**config.mk**
```make
export PLATFORM = sky130hd
export DESIGN_NAME = cs_wcs_seq_flat
export DESIGN_NICKNAME = d
export VERILOG_FILES = /design/src/rtl/cs_wcs_seq_if.sv /design/src/rtl/cs_wcs_seq.sv /design/src/flat_wrapper.sv
export SDC_FILE = /design/constraint.sdc
export NUM_CORES = 1
export LEC_CHECK = 0
export BUFFER_PORTS_ARGS = -buffer_cell sky130_fd_sc_hd__clkbuf_2
export CORE_MARGIN = 8
export CORE_UTILIZATION = 57
export CTS_CLUSTER_DIAMETER = 60
export DETAILED_ROUTE_END_ITERATION = 12
export GPL_TIMING_DRIVEN = 0
export PLACE_DENSITY = 0.87
export SETUP_SLACK_MARGIN = 0.2
export SYNTH_ARGS = -nofsm -noshare
export SYNTH_HDL_FRONTEND = slang
export SYNTH_SLANG_ARGS = --single-unit
export TNS_END_PERCENT = 1
```
**constraint.sdc**
```tcl
create_clock -name sysclk -period 4.6 [get_ports sysclk]
set_clock_uncertainty 0.15 [all_clocks]
set_input_delay 1.15 -clock sysclk [delete_from_list [all_inputs] [get_ports sysclk]]
set_output_delay 1.15 -clock sysclk [all_outputs]
set_load 0.005 [all_outputs]
```
**src/rtl/cs_wcs_seq_if.sv**
```systemverilog
// Control-store sequencer bus: request/abort from the host side, word
// strobes and data toward the control store, readback and status back.
interface cs_wcs_seq_if;
   logic        START;
   logic        DIR;
   logic        ABORT;
   logic [63:0] MI_IN;
   logic [15:0] CS_DATA_IN;
   logic [15:0] CS_DATA_OUT;
   logic [63:0] MI_OUT;
   logic [1:0]  RF_1_0;
   logic        LCS_n;
   logic        WCS_n;
   logic        RWCS_n;
   logic        BUSY;
   logic        DONE;

   modport master (
      output START, DIR, ABORT, MI_IN, CS_DATA_IN,
      input  CS_DATA_OUT, MI_OUT, RF_1_0, LCS_n, WCS_n, RWCS_n, BUSY, DONE
   );

   modport slave (
      input  START, DIR, ABORT, MI_IN, CS_DATA_IN,
      output CS_DATA_OUT, MI_OUT, RF_1_0, LCS_n, WCS_n, RWCS_n, BUSY, DONE
   );
endinterface

```
**src/rtl/cs_wcs_seq.sv**
```systemverilog
// Writable-control-store sequencer: moves a 64-bit microinstruction to or
// from the store as four 16-bit words with SETUP/STROBE/HOLD timing.
module cs_wcs_seq #(
   parameter int SETUP_CYCLES  = 1,
   parameter int STROBE_CYCLES = 2
) (
   input  logic         sysclk,
   input  logic         sys_rst_n,
   cs_wcs_seq_if.slave  bus
);

   typedef enum logic [2:0] {S_IDLE, S_SETUP, S_STROBE, S_HOLD, S_FIN} state_t;

   localparam logic [3:0] SETUP_LD  = 4'(SETUP_CYCLES - 1);
   localparam logic [3:0] STROBE_LD = 4'(STROBE_CYCLES - 1);

   state_t      state_q, state_d;
   logic [3:0]  cnt_q, cnt_d;
   logic [1:0]  word_q, word_d;
   logic [63:0] mi_q, mi_d;
   logic        dir_q, dir_d;
   logic [63:0] mi_out_q, mi_out_d;
   logic [15:0] cs_data_out_q, cs_data_out_d;
   logic [1:0]  rf_1_0_q, rf_1_0_d;
   logic        lcs_n_q, lcs_n_d;
   logic        wcs_n_q, wcs_n_d;
   logic        rwcs_n_q, rwcs_n_d;
   logic        busy_q, busy_d;
   logic        done_q, done_d;
   logic        active;

   always_comb begin
      state_d  = state_q;
      cnt_d    = cnt_q;
      word_d   = word_q;
      mi_d     = mi_q;
      dir_d    = dir_q;
      mi_out_d = mi_out_q;
      case (state_q)
         S_IDLE: begin
            if (bus.START && !bus.ABORT) begin
               state_d = S_SETUP;
               cnt_d   = SETUP_LD;
               word_d  = 2'd0;
               mi_d    = bus.MI_IN;
               dir_d   = bus.DIR;
            end
         end
         S_SETUP: begin
            if (cnt_q == 4'd0) begin
               state_d = S_STROBE;
               cnt_d   = STROBE_LD;
            end else begin
               cnt_d = cnt_q - 4'd1;
            end
         end
         S_STROBE: begin
            if (cnt_q == 4'd0) begin
               state_d = S_HOLD;
               if (dir_q) mi_out_d[{word_q, 4'd0} +: 16] = bus.CS_DATA_IN;
            end else begin
               cnt_d = cnt_q - 4'd1;
            end
         end
         S_HOLD: begin
            if (word_q == 2'd3) begin
               state_d = S_FIN;
            end else begin
               state_d = S_SETUP;
               cnt_d   = SETUP_LD;
               word_d  = word_q + 2'd1;
            end
         end
         S_FIN:   state_d = S_IDLE;
         default: state_d = S_IDLE;
      endcase
      // Abort beats everything, including a capture on the final strobe cycle.
      if (bus.ABORT && state_q != S_IDLE) begin
         state_d  = S_IDLE;
         mi_out_d = mi_out_q;
      end
   end

   // Outputs are decoded from the next state so the registered pins line up
   // with the state they describe.
   always_comb begin
      active        = (state_d == S_SETUP) || (state_d == S_STROBE) || (state_d == S_HOLD);
      lcs_n_d       = !active;
      busy_d        = active;
      done_d        = (state_d == S_FIN);
      wcs_n_d       = !((state_d == S_STROBE) && !dir_d);
      rwcs_n_d      = !((state_d == S_STROBE) && dir_d);
      rf_1_0_d      = rf_1_0_q;
      cs_data_out_d = cs_data_out_q;
      if (active) begin
         rf_1_0_d      = word_d;
         cs_data_out_d = dir_d ? 16'd0 : mi_d[{word_d, 4'd0} +: 16];
      end
   end

   always_ff @(posedge sysclk) begin
      if (!sys_rst_n) begin
         state_q       <= S_IDLE;
         cnt_q         <= 4'd0;
         word_q        <= 2'd0;
         mi_q          <= 64'd0;
         dir_q         <= 1'b0;
         mi_out_q      <= 64'd0;
         cs_data_out_q <= 16'd0;
         rf_1_0_q      <= 2'd0;
         lcs_n_q       <= 1'b1;
         wcs_n_q       <= 1'b1;
         rwcs_n_q      <= 1'b1;
         busy_q        <= 1'b0;
         done_q        <= 1'b0;
      end else begin
         state_q       <= state_d;
         cnt_q         <= cnt_d;
         word_q        <= word_d;
         mi_q          <= mi_d;
         dir_q         <= dir_d;
         mi_out_q      <= mi_out_d;
         cs_data_out_q <= cs_data_out_d;
         rf_1_0_q      <= rf_1_0_d;
         lcs_n_q       <= lcs_n_d;
         wcs_n_q       <= wcs_n_d;
         rwcs_n_q      <= rwcs_n_d;
         busy_q        <= busy_d;
         done_q        <= done_d;
      end
   end

   assign bus.CS_DATA_OUT = cs_data_out_q;
   assign bus.MI_OUT      = mi_out_q;
   assign bus.RF_1_0      = rf_1_0_q;
   assign bus.LCS_n       = lcs_n_q;
   assign bus.WCS_n       = wcs_n_q;
   assign bus.RWCS_n      = rwcs_n_q;
   assign bus.BUSY        = busy_q;
   assign bus.DONE        = done_q;

endmodule

```
**src/flat_wrapper.sv**
```systemverilog
// flat-port wrapper written by rule: the top's interface ports become plain ports
module cs_wcs_seq_flat 
#(
   parameter int SETUP_CYCLES  = 1,
   parameter int STROBE_CYCLES = 2
)
  (sysclk, sys_rst_n, bus_START, bus_DIR, bus_ABORT, bus_MI_IN, bus_CS_DATA_IN, bus_CS_DATA_OUT, bus_MI_OUT, bus_RF_1_0, bus_LCS_n, bus_WCS_n, bus_RWCS_n, bus_BUSY, bus_DONE);
  cs_wcs_seq_if bus_i ();
  input  logic sysclk;
  input  logic sys_rst_n;
  input wire logic [$bits(bus_i.START)-1:0] bus_START;
  input wire logic [$bits(bus_i.DIR)-1:0] bus_DIR;
  input wire logic [$bits(bus_i.ABORT)-1:0] bus_ABORT;
  input wire logic [$bits(bus_i.MI_IN)-1:0] bus_MI_IN;
  input wire logic [$bits(bus_i.CS_DATA_IN)-1:0] bus_CS_DATA_IN;
  output wire logic [$bits(bus_i.CS_DATA_OUT)-1:0] bus_CS_DATA_OUT;
  output wire logic [$bits(bus_i.MI_OUT)-1:0] bus_MI_OUT;
  output wire logic [$bits(bus_i.RF_1_0)-1:0] bus_RF_1_0;
  output wire logic [$bits(bus_i.LCS_n)-1:0] bus_LCS_n;
  output wire logic [$bits(bus_i.WCS_n)-1:0] bus_WCS_n;
  output wire logic [$bits(bus_i.RWCS_n)-1:0] bus_RWCS_n;
  output wire logic [$bits(bus_i.BUSY)-1:0] bus_BUSY;
  output wire logic [$bits(bus_i.DONE)-1:0] bus_DONE;
  assign bus_i.START = bus_START;
  assign bus_i.DIR = bus_DIR;
  assign bus_i.ABORT = bus_ABORT;
  assign bus_i.MI_IN = bus_MI_IN;
  assign bus_i.CS_DATA_IN = bus_CS_DATA_IN;
  assign bus_CS_DATA_OUT = bus_i.CS_DATA_OUT;
  assign bus_MI_OUT = bus_i.MI_OUT;
  assign bus_RF_1_0 = bus_i.RF_1_0;
  assign bus_LCS_n = bus_i.LCS_n;
  assign bus_WCS_n = bus_i.WCS_n;
  assign bus_RWCS_n = bus_i.RWCS_n;
  assign bus_BUSY = bus_i.BUSY;
  assign bus_DONE = bus_i.DONE;
  cs_wcs_seq #(.SETUP_CYCLES(SETUP_CYCLES), .STROBE_CYCLES(STROBE_CYCLES)) u_core (.sysclk(sysclk), .sys_rst_n(sys_rst_n), .bus(bus_i));
endmodule
```
==> results.txt <==
Run status - complete, no violations
Crit start category - primary input
Worst Hold Slack - 0.300 ns
WP depth - 7
R2R depth - 6
Yosys top cell by area - dfxtp_1
Initial antenna violation count - 0
CTS resizes - 0
Post-Syn Instances - 804
Area grow syn2layout - 23.1%
Crit end category - flip-flop
Final HPWL DP - 14800 um
Mean Syn Cell Area - 8.56 sq um
Wirelength per Cell - 16.9 um
Global route overflow - 0
Synth top area share - 0.468
Worst-Skew Late Latency - 0.43 ns
WL final - 19500 um
Root Driver - clkbuf_16
Pins Over Slew Limit - 0
Synthesized Nets - 898
Hold buffers post-CTS - 0
Worst Max-Slew Pin Slew - 0.912 ns
MaxCap Viol Count - 0
Initial core utilization - 0.578
IO Port Bufs - 171
Cell family with most CP delay - simple AND/OR/NAND/NOR gates
Pwr dens - 355 nW/um^2
Via count - 6571
Worst min path class - flip-flop to flip-flop
Drc violations - 0
LEAKAGE - 3.30 nW
Hold Vio Cnt, Final - 0
DRT Pass-1 Iters - 5
Die X - 126 um
Reg clk slew, reported paths - 0.06 ns
CP Buf/Inv Count - 2
Mapped Area - 6880 sq um
Post-synth cell types - 45
Global-route usage over all layers - 0.244
Setup repair bufs after CTS - 0
WHS Path Cells - 2
TritonCTS clock tree - done
Register area share after synthesis - 0.468
Post-synthesis register bit count - 161
Post-synth EDFFs - 0
Clk sinks - 161
Core area - 11900 sq um
CP max-delay cell - or4b_1
Avg Vias per Cell - 5.69
Htree depth - 4
Vias in the first global route - 6345
Synth Warn # - 0
Req. time, crit path - 4.77 ns
Fin crit share - 0.652
R2R Setup Slk - 1.82 ns
Cell Chain, Critical Path - clkbuf_2, or4b_1, a21o_1, nand2_1, buf_2, o2111ai_1, a32o_1
Fmax - 333 MHz
Final setup vio count - 0
First-pass GRT wire length - 31400 um
Share of cells above drive strength 1 - 0.225
CP arrival - 3.17 ns
First-iteration detailed-routing DRC count - 533
Die Ht - 126 um
Placer Congestion - 0.892
Layout Nets - 1088
Slew HR - 0.390
CP peak stage delay - 0.56 ns
Worst vdd ir - 0.000273 V
Async SR Flop Fraction - 0
# rows - 40
IO Pins - 172
Largest cells by area after synthesis - dfxtp_1, nand2_1, a21boi_0
Largest net degree at the start of global routing - 17
Die area - 15800 sq um
TNS Setup - 0 ns
Total CTS buffers - 17
Antenna cell count - 0
CP Max Fanout - 10
CP Class - primary input to flip-flop
RSZ-0062 raised after global routing - false
Longest Clk Path Bufs - 2
Post-route ant nets - 0
Fin crit period - 3.00 ns
Synth Flop Type - dfxtp_1
==> cells in the final DEF (no fill, tap or decap), drive strengths merged, types with 3 or more instances in the layout <==
cell	netlist	routed
clkinvlp	0	4
o2111ai	16	16
nor3	7	7
clkinv	0	3
ha	9	9
a32o	16	16
buf	24	24
nor2	6	6
inv	5	5
a21boi	132	132
nor3b	6	6
clkbuf	41	237
nand3	116	116
o21ai	21	21
and2	7	7
and3	4	4
nand2	205	205
dfxtp	161	161
nand2b	4	4
==> per-layer routing <==
layer / GRT usage / routed length, um
met5: 0 / 0
met4: 0.121 / 612
met3: 0.0679 / 1500
met2: 0.413 / 9240
met1: 0.279 / 8190
==> stage by stage <==
| step | cell area, sq um | std cells | total power, mW | util | setup WS, ns |
|---|---|---|---|---|---|
| after floorplan | 6880 | 804 | 1.63 | - | 1.69 |
| after global placement | 7920 | 1122 | 1.73 | 0.665 | 1.19 |
| after detailed placement | 7920 | 1122 | 1.73 | 0.665 | 1.20 |
| after CTS | 8470 | 1154 | 3.01 | 0.711 | 1.64 |
| after global routing | 8470 | 1154 | 3.10 | 0.711 | 1.51 |
| final | 8470 | 1154 | 3.01 | 0.711 | 1.60 |
==> synth_stat cells, drive strengths merged, types with 2 or more instances <==
master,instances
nand3,116
nor3,7
nand4b,2
and2b,2
a32o,16
o2bb2ai,2
o2111ai,16
clkbuf,41
inv,5
or3,2
nand2,205
nor3b,6
nand2b,4
a21oi,2
nor2,6
buf,24
and2,7
a21o,2
dfxtp,161
and3,4
ha,9
a21boi,132
o21ai,21
==> cells by family (layout without fill, tap and decap cells) <==
kind of cell               after synthesis  after routing  share of synthesized area
AOI/OAI and AO/OA                      197            197                      0.223
adders and majority gates                9              9                     0.0164
buffers and inverters                   70            273                     0.0506
DFF                                    161            161                      0.468
muxes                                    1              1                    0.00145
and+or+nand+nor                        366            366                      0.240
==> final timing paths <==
| check | endpoint | from |
|---|---|---|
| worst max register to register | u_core.bus.MI_OUT[38] | u_core.word_q[0] |
| worst min-delay path | u_core.bus.MI_OUT[26] | u_core.bus.MI_OUT[26] |
| worst max-delay path | u_core.bus.CS_DATA_OUT[8] | bus_ABORT |
| worst min register to register | u_core.bus.MI_OUT[26] | u_core.bus.MI_OUT[26] |
==> area by class of cell <==
type                            count  area (sq um)
Buffer                             65           329
Clock buffer                       25           495
Timing Repair Buffer              171           856
Sequential cell                   161          3220
Tap cell                          147           184
Inverter                            5          18.8
Fill cell                         956          3440
Clock inverter                      7          52.6
Multi-Input combinational cell    573          3310
==> sequential cells by signal, indices dropped and copies added (netlist names) <==
signal                  flops
u_core.bus.CS_DATA_OUT     16
u_core.cnt_q                4
u_core.bus.WCS_n            1
u_core.word_q               2
u_core.bus.RF_1_0           2
u_core.state_q              3
u_core.mi_q                64
u_core.bus.MI_OUT          64
u_core.bus.LCS_n            1
u_core.bus.BUSY             1
u_core.bus.RWCS_n           1
u_core.bus.DONE             1
u_core.dir_q                1
==> worst min-delay path: cells and delay by family (launching register included) <==
kind	cells	cell delay, ns
compound gates	1	0.05
simple gates	1	0.05
flops	1	0.31
==> power by group <==
group / internal, mW / leakage, nW / switching [mW]
Combinational: 0.105 / 1.74 / 0.148
Sequential: 1.43 / 1.30 / 0.0202
Clock: 0.747 / 0.256 / 0.552
Note: power is estimated with default switching activity, not from simulation.
